===== src/rtl/dmem_arb_pkg.sv =====
// Shared types and constants for the dmem arbiter slice.
package dmem_arb_pkg;

  localparam int ADDR_W_DEF = 16;
  localparam int DATA_W_DEF = 16;

  // Width of the burst counter; holds MAX_BURST values up to 15.
  localparam int BURST_W = 4;

  typedef enum logic [1:0] {
    OWN_NONE,
    OWN_CPU,
    OWN_DBG
  } owner_t;

  // The requester opposite to o (NONE maps to CPU so a fresh tie favours the CPU).
  function automatic owner_t other_of(input owner_t o);
    return (o == OWN_CPU) ? OWN_DBG : OWN_CPU;
  endfunction

endpackage


===== src/rtl/rr_arb2.sv =====
// Two-requester round-robin grant logic with a bounded burst per owner.
// Grants are combinational; owner, last and burst_cnt advance at each posedge.
module rr_arb2
  import dmem_arb_pkg::*;
#(
  parameter int MAX_BURST = 4
) (
  input  logic clk,
  input  logic rst,
  input  logic cpu_req,
  input  logic dbg_req,
  output logic cpu_gnt,
  output logic dbg_gnt
);

  localparam logic [BURST_W-1:0] MAX_CNT = BURST_W'(MAX_BURST);
  localparam logic [BURST_W-1:0] ONE_CNT = BURST_W'(1);

  owner_t               owner_q, owner_d;
  owner_t               last_q, last_d;
  logic [BURST_W-1:0]   burst_cnt_q, burst_cnt_d;
  owner_t               gnt;

  // State register: reset leaves no owner and lets the CPU win the first tie.
  always_ff @(posedge clk) begin
    if (!rst) begin
      owner_q     <= OWN_NONE;
      last_q      <= OWN_DBG;
      burst_cnt_q <= '0;
    end else begin
      owner_q     <= owner_d;
      last_q      <= last_d;
      burst_cnt_q <= burst_cnt_d;
    end
  end

  // Grant decision: lone requester wins; on a tie the owner keeps it until its burst is spent.
  always_comb begin
    gnt = OWN_NONE;
    if (rst) begin
      if (cpu_req && !dbg_req) begin
        gnt = OWN_CPU;
      end else if (dbg_req && !cpu_req) begin
        gnt = OWN_DBG;
      end else if (cpu_req && dbg_req) begin
        if (owner_q == OWN_NONE) begin
          gnt = other_of(last_q);
        end else if (burst_cnt_q < MAX_CNT) begin
          gnt = owner_q;
        end else begin
          gnt = other_of(owner_q);
        end
      end
    end
  end

  // Next state: extend the burst on a repeat grant, restart it on a handover, clear on idle.
  always_comb begin
    owner_d     = owner_q;
    last_d      = last_q;
    burst_cnt_d = burst_cnt_q;
    if (gnt == OWN_NONE) begin
      owner_d     = OWN_NONE;
      burst_cnt_d = '0;
    end else begin
      last_d = gnt;
      if (gnt == owner_q) begin
        if (burst_cnt_q < MAX_CNT) begin
          burst_cnt_d = burst_cnt_q + ONE_CNT;
        end
      end else begin
        owner_d     = gnt;
        burst_cnt_d = ONE_CNT;
      end
    end
  end

  assign cpu_gnt = (gnt == OWN_CPU);
  assign dbg_gnt = (gnt == OWN_DBG);

endmodule


===== src/rtl/dmem_arbiter.sv =====
// Shares single-port dmem between the CPU data port and the debug/loader port.
// Accesses complete in the granted cycle; debug reads are returned one cycle later.
module dmem_arbiter
  import dmem_arb_pkg::*;
#(
  parameter int ADDR_W    = ADDR_W_DEF,
  parameter int DATA_W    = DATA_W_DEF,
  parameter int MAX_BURST = 4
) (
  input  logic              clk,
  input  logic              rst,
  input  logic              cpu_req,
  input  logic              cpu_we,
  input  logic [ADDR_W-1:0] cpu_addr,
  input  logic [DATA_W-1:0] cpu_wdata,
  output logic [DATA_W-1:0] cpu_rdata,
  output logic              cpu_ack,
  output logic              cpu_stall,
  input  logic              dbg_req,
  input  logic              dbg_we,
  input  logic [ADDR_W-1:0] dbg_addr,
  input  logic [DATA_W-1:0] dbg_wdata,
  output logic [DATA_W-1:0] dbg_rdata,
  output logic              dbg_ack,
  output logic              dbg_rvalid,
  output logic              mem_we,
  output logic [ADDR_W-1:0] mem_addr,
  output logic [DATA_W-1:0] mem_wdata,
  input  logic [DATA_W-1:0] mem_rdata
);

  logic              cpu_gnt;
  logic              dbg_gnt;
  logic              dbg_rd;
  logic [DATA_W-1:0] dbg_rdata_q, dbg_rdata_d;
  logic              dbg_rvalid_q, dbg_rvalid_d;

  rr_arb2 #(
    .MAX_BURST (MAX_BURST)
  ) u_rr_arb2 (
    .clk     (clk),
    .rst     (rst),
    .cpu_req (cpu_req),
    .dbg_req (dbg_req),
    .cpu_gnt (cpu_gnt),
    .dbg_gnt (dbg_gnt)
  );

  assign cpu_ack   = cpu_gnt;
  assign dbg_ack   = dbg_gnt;
  assign cpu_stall = cpu_req & ~cpu_gnt;

  // Memory bus mux: idle bus shows the CPU's fields; reset parks it at zero with writes off.
  always_comb begin
    mem_we    = 1'b0;
    mem_addr  = cpu_addr;
    mem_wdata = cpu_wdata;
    if (!rst) begin
      mem_addr  = '0;
      mem_wdata = '0;
    end else if (dbg_gnt) begin
      mem_we    = dbg_we;
      mem_addr  = dbg_addr;
      mem_wdata = dbg_wdata;
    end else if (cpu_gnt) begin
      mem_we    = cpu_we;
    end
  end

  assign cpu_rdata = (cpu_gnt && !cpu_we) ? mem_rdata : '0;

  // Debug read capture: latch data on an acked read, otherwise hold it.
  always_comb begin
    dbg_rd       = dbg_gnt & ~dbg_we;
    dbg_rvalid_d = dbg_rd;
    dbg_rdata_d  = dbg_rd ? mem_rdata : dbg_rdata_q;
  end

  // Debug read-return registers.
  always_ff @(posedge clk) begin
    if (!rst) begin
      dbg_rdata_q  <= '0;
      dbg_rvalid_q <= 1'b0;
    end else begin
      dbg_rdata_q  <= dbg_rdata_d;
      dbg_rvalid_q <= dbg_rvalid_d;
    end
  end

  assign dbg_rdata  = dbg_rdata_q;
  assign dbg_rvalid = dbg_rvalid_q;

endmodule


===== config.mk =====
export PLATFORM = sky130hd
export DESIGN_NAME = dmem_arbiter
export DESIGN_NICKNAME = d
export VERILOG_FILES = /design/src/rtl/dmem_arb_pkg.sv /design/src/rtl/rr_arb2.sv /design/src/rtl/dmem_arbiter.sv
export SDC_FILE = /design/constraint.sdc
export NUM_CORES = 1
export LEC_CHECK = 0
export CAP_MARGIN = 10
export CELL_PAD_IN_SITES_DETAIL_PLACEMENT = 1
export CELL_PAD_IN_SITES_GLOBAL_PLACEMENT = 1
export CORE_ASPECT_RATIO = 0.7
export CORE_UTILIZATION = 22
export DETAILED_ROUTE_END_ITERATION = 16
export PLACE_DENSITY = 0.83
export SLEW_MARGIN = 30
export SYNTH_ARGS = -nofsm -noshare
export SYNTH_HDL_FRONTEND = slang
export SYNTH_SLANG_ARGS = --single-unit

===== constraint.sdc =====
create_clock -name clk -period 5.06 [get_ports clk]
set_input_delay 1.012 -clock clk [delete_from_list [all_inputs] [get_ports clk]]
set_output_delay 1.012 -clock clk [all_outputs]
set_load 0.02 [all_outputs]

# Word-level counts from Yosys, hierarchy flattened

Index checks and enable logic that the tools add are counted.

Output and inout port bits: 69
Word-level logic and storage cells: 49
Bits of input ports: 86
Register bits after elaboration: 25

Add/sub/neg operators: 1
Equal/unequal tests: 6
Muxes and demuxes: 18
$lt $le $gt $ge: 1
Bitwise gates (word level): 6
Reductions and logical operators: 11

Operators by type and width:

| cell                                                 | number |
|---|---|
| 2-to-1 mux 16 bit                                    | 5 |
| 2-to-1 mux 2 bit                                     | 8 |
| equality test 2 x 1 -> 1 bit (second input constant) | 3 |
| 2-to-1 mux 1 bit                                     | 5 |
| adder 4 x 1 -> 4 bit (second input constant)         | 1 |
| logical AND 1 bit                                    | 4 |
| logical NOT 2 bit                                    | 2 |
| < comparator 4 x 3 -> 1 bit (second input constant)  | 1 |
| inverter 1 bit                                       | 4 |
| logical NOT 1 bit                                    | 3 |
| OR reduction 3 bit                                   | 1 |
| AND 1 bit                                            | 2 |
| equality test 2 bit                                  | 1 |
| equality test 2 bit (second input constant)          | 1 |
| != test 2 x 1 -> 1 bit (second input constant)       | 1 |
| OR reduction 2 bit                                   | 1 |

# Longest topological paths before layout

Depth after elaboration: 12
Depth in mapped cells: 7
Depth with buffers taken out: 5

# Cells and area by module

Synthesis repeated with hierarchy kept, for this count alone.

Cells, all modules: 223
Area total of the unflattened synthesis: 1889.3 um2

Modules (own cells, without submodules):

| module       | area each (um2) | instances | seq. area each (um2) | cells an instance |
|---|---|---|---|---|
| dmem_arbiter | 1387.6          | 1         | 340.3                | 166 |
| rr_arb2      | 501.7           | 1         | 160.2                | 57 |

# Least setup slack after synthesis

OpenSTA, ideal clock, no wires.

Kind: in2out
Start point: in rst
End point: out mem_we
Path buffers: 1
Data required time: 4048 ps
Slack: 1943 ps
Stages: 4
Arrival: 2105 ps
Cells stage by stage: clkbuf_1 > nand2_1 > nor2_1 > a22o_1

Word-level cells in the longest chain between the ends: 5
Elaborated cells between the ends (all ways): 6
Classes of those cells: eq/ne: 2; mux: 4

Ends and longest elaborated chain:

| item                         | RTL line           | RTL |
|---|---|---|
| from (decl)                  | dmem_arbiter.sv:11 | `input logic rst,` |
| 2-to-1 mux 2 bit             | rr_arb2.sv:40      | `if (rst) begin` |
| equality test 2 x 1 -> 1 bit | rr_arb2.sv:78      | `assign cpu_gnt = (gnt == OWN_CPU);` |
| via cpu_ack                  | dmem_arbiter.sv:17 | `output logic cpu_ack,` |
| 2-to-1 mux 1 bit             | dmem_arbiter.sv:65 | `end else if (cpu_gnt) begin` |
| 2-to-1 mux 1 bit             | dmem_arbiter.sv:61 | `end else if (dbg_gnt) begin` |
| 2-to-1 mux 1 bit             | dmem_arbiter.sv:58 | `if (!rst) begin` |
| to (decl)                    | dmem_arbiter.sv:26 | `output logic mem_we,` |

The timed path passes the listed nets, and every way through them passes these cells.

# Worst setup path in the final report

Start point: in dbg_req
End point: out cpu_rdata[12]

Word-level cells in the longest chain between the ends: 8
Elaborated cells between the ends (all ways): 11
Classes of those cells: eq/ne: 1; mux: 5; reduce/logical: 5

Ends and longest elaborated chain:

| item                           | RTL line           | RTL |
|---|---|---|
| from (decl)                    | dmem_arbiter.sv:19 | `input logic dbg_req,` |
| logical AND 1 bit              | rr_arb2.sv:45      | `end else if (cpu_req && dbg_req) begin` |
| 2-to-1 mux 2 bit               | rr_arb2.sv:45      |  |
| 2-to-1 mux 2 bit               | rr_arb2.sv:43      | `end else if (dbg_req && !cpu_req) begin` |
| 2-to-1 mux 2 bit *             | rr_arb2.sv:41      | `if (cpu_req && !dbg_req) begin` |
| 2-to-1 mux 2 bit *             | rr_arb2.sv:40      |  |
| equality test 2 x 1 -> 1 bit * | rr_arb2.sv:78      |  |
| logical AND 1 bit *            | dmem_arbiter.sv:70 | `assign cpu_rdata = (cpu_gnt && !cpu_we) ? mem_rdata : '0;` |
| 2-to-1 mux 16 bit *            | dmem_arbiter.sv:70 |  |
| to (decl)                      | dmem_arbiter.sv:16 | `output logic [DATA_W-1:0] cpu_rdata,` |

Mark *: on every way between the ends. The rest lies on a longest branch, timed or not.

==> impl_metrics.env <==
export IMPL_r2r_start="u_rr_arb2.owner_q[0]"
export IMPL_diodes=0
export IMPL_synth_cell_types=37
export IMPL_critPathSlowestCell="clkdlybuf4s50_1"
export IMPL_leakage_nw=1.325
export IMPL_die_x_um=110.3
export IMPL_synth_nets=351
export IMPL_fmax_mhz=233.5
export IMPL_status="finished clean"
export IMPL_gp_congestion=0.8437
export IMPL_min_delay_path_depth=2
export IMPL_drive_gt1_frac=0.03483
export IMPL_cts_max_level=1
export IMPL_cts_num_sinks=25
export IMPL_post_route_min_period_ns=4.283
export IMPL_required_ns=4.05
export IMPL_final_area_um2=3455
export IMPL_clk_pin_slew_ns=0.07
export IMPL_worst_path_buf_inv=2
export IMPL_fin_crit_sh=0.8464
export IMPL_wl_met2_um=3368
export IMPL_grt_usage=0.1668
export IMPL_dr_pass1_iters=4
export IMPL_finalMaxSlewViolations=0
export IMPL_route_top_layer_used="met4"
export IMPL_cpMostUsedCell="clkdlybuf4s50_1"
export IMPL_cts_tree="done"
export IMPL_synthTopCellsByArea="dfxtp_1 28%, nand2_1 18%, a21boi_1 12%"
export IMPL_grt_pass1_vias=2432
export IMPL_placedInstanceArea_um2=3371
export IMPL_root_buffer="clkbuf_16"
export IMPL_wl_met1_um=3152
export IMPL_synthMuxAreaShare=0.005540
export IMPL_synth_simple_area_share=0.3483
export IMPL_synth_top_cell_area_share=0.2770
export IMPL_finalHoldViolations=0
export IMPL_cp_slowest_stage_delay_ns=0.70
export IMPL_worstPathMaxFanout=16
export IMPL_rsz0062_at_grt="false"
export IMPL_syn_area_um2=1807
export IMPL_vias_per_cell=4.606
export IMPL_power_density_nw_per_um2=187.9
export IMPL_hp_start="u_rr_arb2.burst_cnt_q[1]"
export IMPL_start_kind="input port"
export IMPL_synth_top_family_by_area="simple AND/OR/NAND/NOR gates"
export IMPL_setup_violations_final=0
export IMPL_tightest_slew_ns=0.7274
export IMPL_clkLatencyLatePin_ns=0.26
export IMPL_crit_path_cell_trace="clkdlybuf4s50_1 > o31ai_1 > a21oi_1 > nor3_4 > and2_1 > clkdlybuf4s50_1"
export IMPL_maxCapViolations=0
export IMPL_cts_path_max_buffers=2
export IMPL_num_rows=27
export IMPL_worstSetupEndpointType="output port"
export IMPL_chipHeight_um=77.82
export IMPL_drt_total_wl_um=7337
export IMPL_hp_class="reg2reg"
export IMPL_ir_drop_uv=131.6
export IMPL_clock_skew_ns=0.003745
export IMPL_min_to="u_rr_arb2.burst_cnt_q[1]"
export IMPL_num_vias=2317
export IMPL_nFillCells=976
export IMPL_cts_hold_buf=0
export IMPL_synth_compound_area_frac=0.2909
export IMPL_area_growth_pct=91.20
export IMPL_cts_buffers=3
export IMPL_antenna_found_initial=0
export IMPL_place_inst=499
export IMPL_io_pins=155
export IMPL_synth_fa_ha_area_frac=0.006925
export IMPL_ys_warn_count=0
export IMPL_relSlewSlack=0.5132
export IMPL_drt_initial_drc_count=72
export IMPL_drc=0
export IMPL_final_antenna_net_count=0
export IMPL_dp_hpwl_um=5735
export IMPL_synth_seq_cells=25
export IMPL_final_cells=503
export IMPL_core_um2=7905
export IMPL_r2r_end="dbg_rdata[2]"
export IMPL_rrSetupSlack_ns=3.04
export IMPL_nets=490
export IMPL_crit_arrival_ns=3.27
export IMPL_grt_pass1_wl_um=11480
export IMPL_path_class="in2out"
export IMPL_io_buffers=154
export IMPL_grt_max_degree=56
export IMPL_finalPower_mw=0.6491
export IMPL_dr_wl_met3_um=698
export IMPL_syn_inst=264
export IMPL_dieArea_um2=8585
export IMPL_syn_avg_cell_area_um2=6.844
export IMPL_wire_per_inst_um=14.59
export IMPL_ys_seq_area_frac=0.2770
export IMPL_initial_core_util=0.2286
export IMPL_finalCoreUtilization=0.4370
export IMPL_cts_resized_gates=0
export IMPL_overflow=0
export IMPL_post_cts_buffers=0
export IMPL_finalSetupTns_ns=0
export IMPL_r2r_cells=5
export IMPL_synth_top_area_cell="dfxtp_1"
export IMPL_synth_xor_area_share=0
export IMPL_path_delay_family="buffers and inverters"
==> where the power goes <==
group	switching [mW]	leakage, nW	internal [mW]	total [mW]
Combinational	0.114	1.08	0.136	0.250
Sequential	0.00832	0.204	0.206	0.214
Clock	0.0762	0.0415	0.109	0.185
==> routing by layer <==
layer,GRT usage,vias up
met5,0,-
met4,0.04474,0
met3,0.05546,10
met2,0.2876,92
met1,0.1952,1055
li1,-,1160
==> kinds of logic (layout without fill, tap and decap cells) <==
group | Yosys count | count (layout)
and+or+nand+nor | 140 | 140
AOI/OAI and AO/OA | 73 | 73
DFF | 25 | 25
buffers and inverters | 24 | 162
adders and majority gates | 1 | 1
muxes | 1 | 1
==> state kept, by name, indices dropped and copies added, names as in the netlist <==
signal and flops:
dbg_rvalid 1, dbg_rdata 16, u_rr_arb2.last_q 2, u_rr_arb2.burst_cnt_q 4, u_rr_arb2.owner_q 2
==> area by class of cell <==
type / count / area (um^2) / share of cell area
Clock inverter: 1 / 8.758 / 0.002535
Sequential cell: 25 / 500.5 / 0.1449
Multi-Input combinational cell: 215 / 1185 / 0.3430
Tap cell: 101 / 126.4 / 0.03658
Clock buffer: 3 / 75.07 / 0.02173
Timing Repair Buffer: 156 / 1551 / 0.4491
Inverter: 2 / 7.507 / 0.002173
==> synthesized netlist by cell type (all sizes together) <==
library cell  instances
and2                 17
a22o                  1
clkbuf                8
a21boi               32
a21oi                 5
or2                   1
o31ai                 1
o41ai                 1
nor2b                 5
ha                    1
o2bb2ai               1
buf                  14
or3                   1
nand3                18
dfxtp                25
mux2i                 1
nor2                  6
inv                   2
o21bai                1
o21a                  1
o211a                 1
a211o                 1
nor3                  1
a31o                  1
a41oi                 2
o21ai                23
a211oi                1
nor3b                 1
nand2                88
a21bo                 1
and3                  2
==> metrics by stage <==
step / worst slack, ns / hold slack, ns
after floorplan: 1.943 / 0.4400
after global placement: 0.8333 / 0.4422
after detailed placement: 0.7634 / 0.4607
after CTS: 0.7417 / 0.4704
after global routing: 0.6168 / 0.5014
final: 0.7774 / 0.4631
==> cell usage in the layout, fill, tap and decap left out <==
cell / netlist / final
a211o_1: 1 / 1
a211oi_1: 1 / 1
a21bo_2: 1 / 1
a21boi_0: 2 / 2
a21boi_1: 30 / 30
a21oi_1: 5 / 5
a22o_1: 1 / 1
a31o_2: 1 / 1
a41oi_1: 2 / 2
and2_1: 17 / 17
and3_1: 2 / 2
buf_2: 7 / 1
buf_4: 2 / 2
clkbuf_16: 0 / 3
clkdlybuf4s50_1: 0 / 153
dfxtp_1: 25 / 25
ha_1: 1 / 1
inv_1: 2 / 2
inv_6: 0 / 1
mux2i_1: 1 / 1
nand2_1: 88 / 88
nand3_1: 18 / 18
nor2_1: 6 / 6
nor2b_1: 5 / 5
nor3_4: 1 / 1
nor3b_1: 1 / 1
o211a_1: 1 / 1
o21a_4: 1 / 1
o21ai_0: 19 / 19
o21ai_1: 2 / 2
o21ai_2: 2 / 1
o21ai_4: 0 / 1
o21bai_1: 1 / 1
o2bb2ai_1: 1 / 1
o31ai_1: 1 / 1
o41ai_4: 1 / 1
or2_0: 1 / 1
or3_1: 1 / 1
==> worst min-delay path, cell delays in order (launching register included) <==
cell	delay, ns
dfxtp_1	0.31
nand2_1	0.05
a21oi_1	0.05
==> worst max path at each step <==
stage | from | to | slack, ns | cells past startpoint
6_report | dbg_req | cpu_rdata[12] | 0.78 | 6
5_1_grt | cpu_req | mem_addr[14] | 0.62 | 7
4_1_cts | cpu_req | mem_addr[14] | 0.74 | 7
3_5_place_dp | cpu_req | mem_addr[14] | 0.76 | 7
3_3_place_gp | cpu_req | mem_addr[4] | 0.83 | 7
2_1_floorplan | rst | mem_we | 1.94 | 4
(Power assumes the default switching activity.)
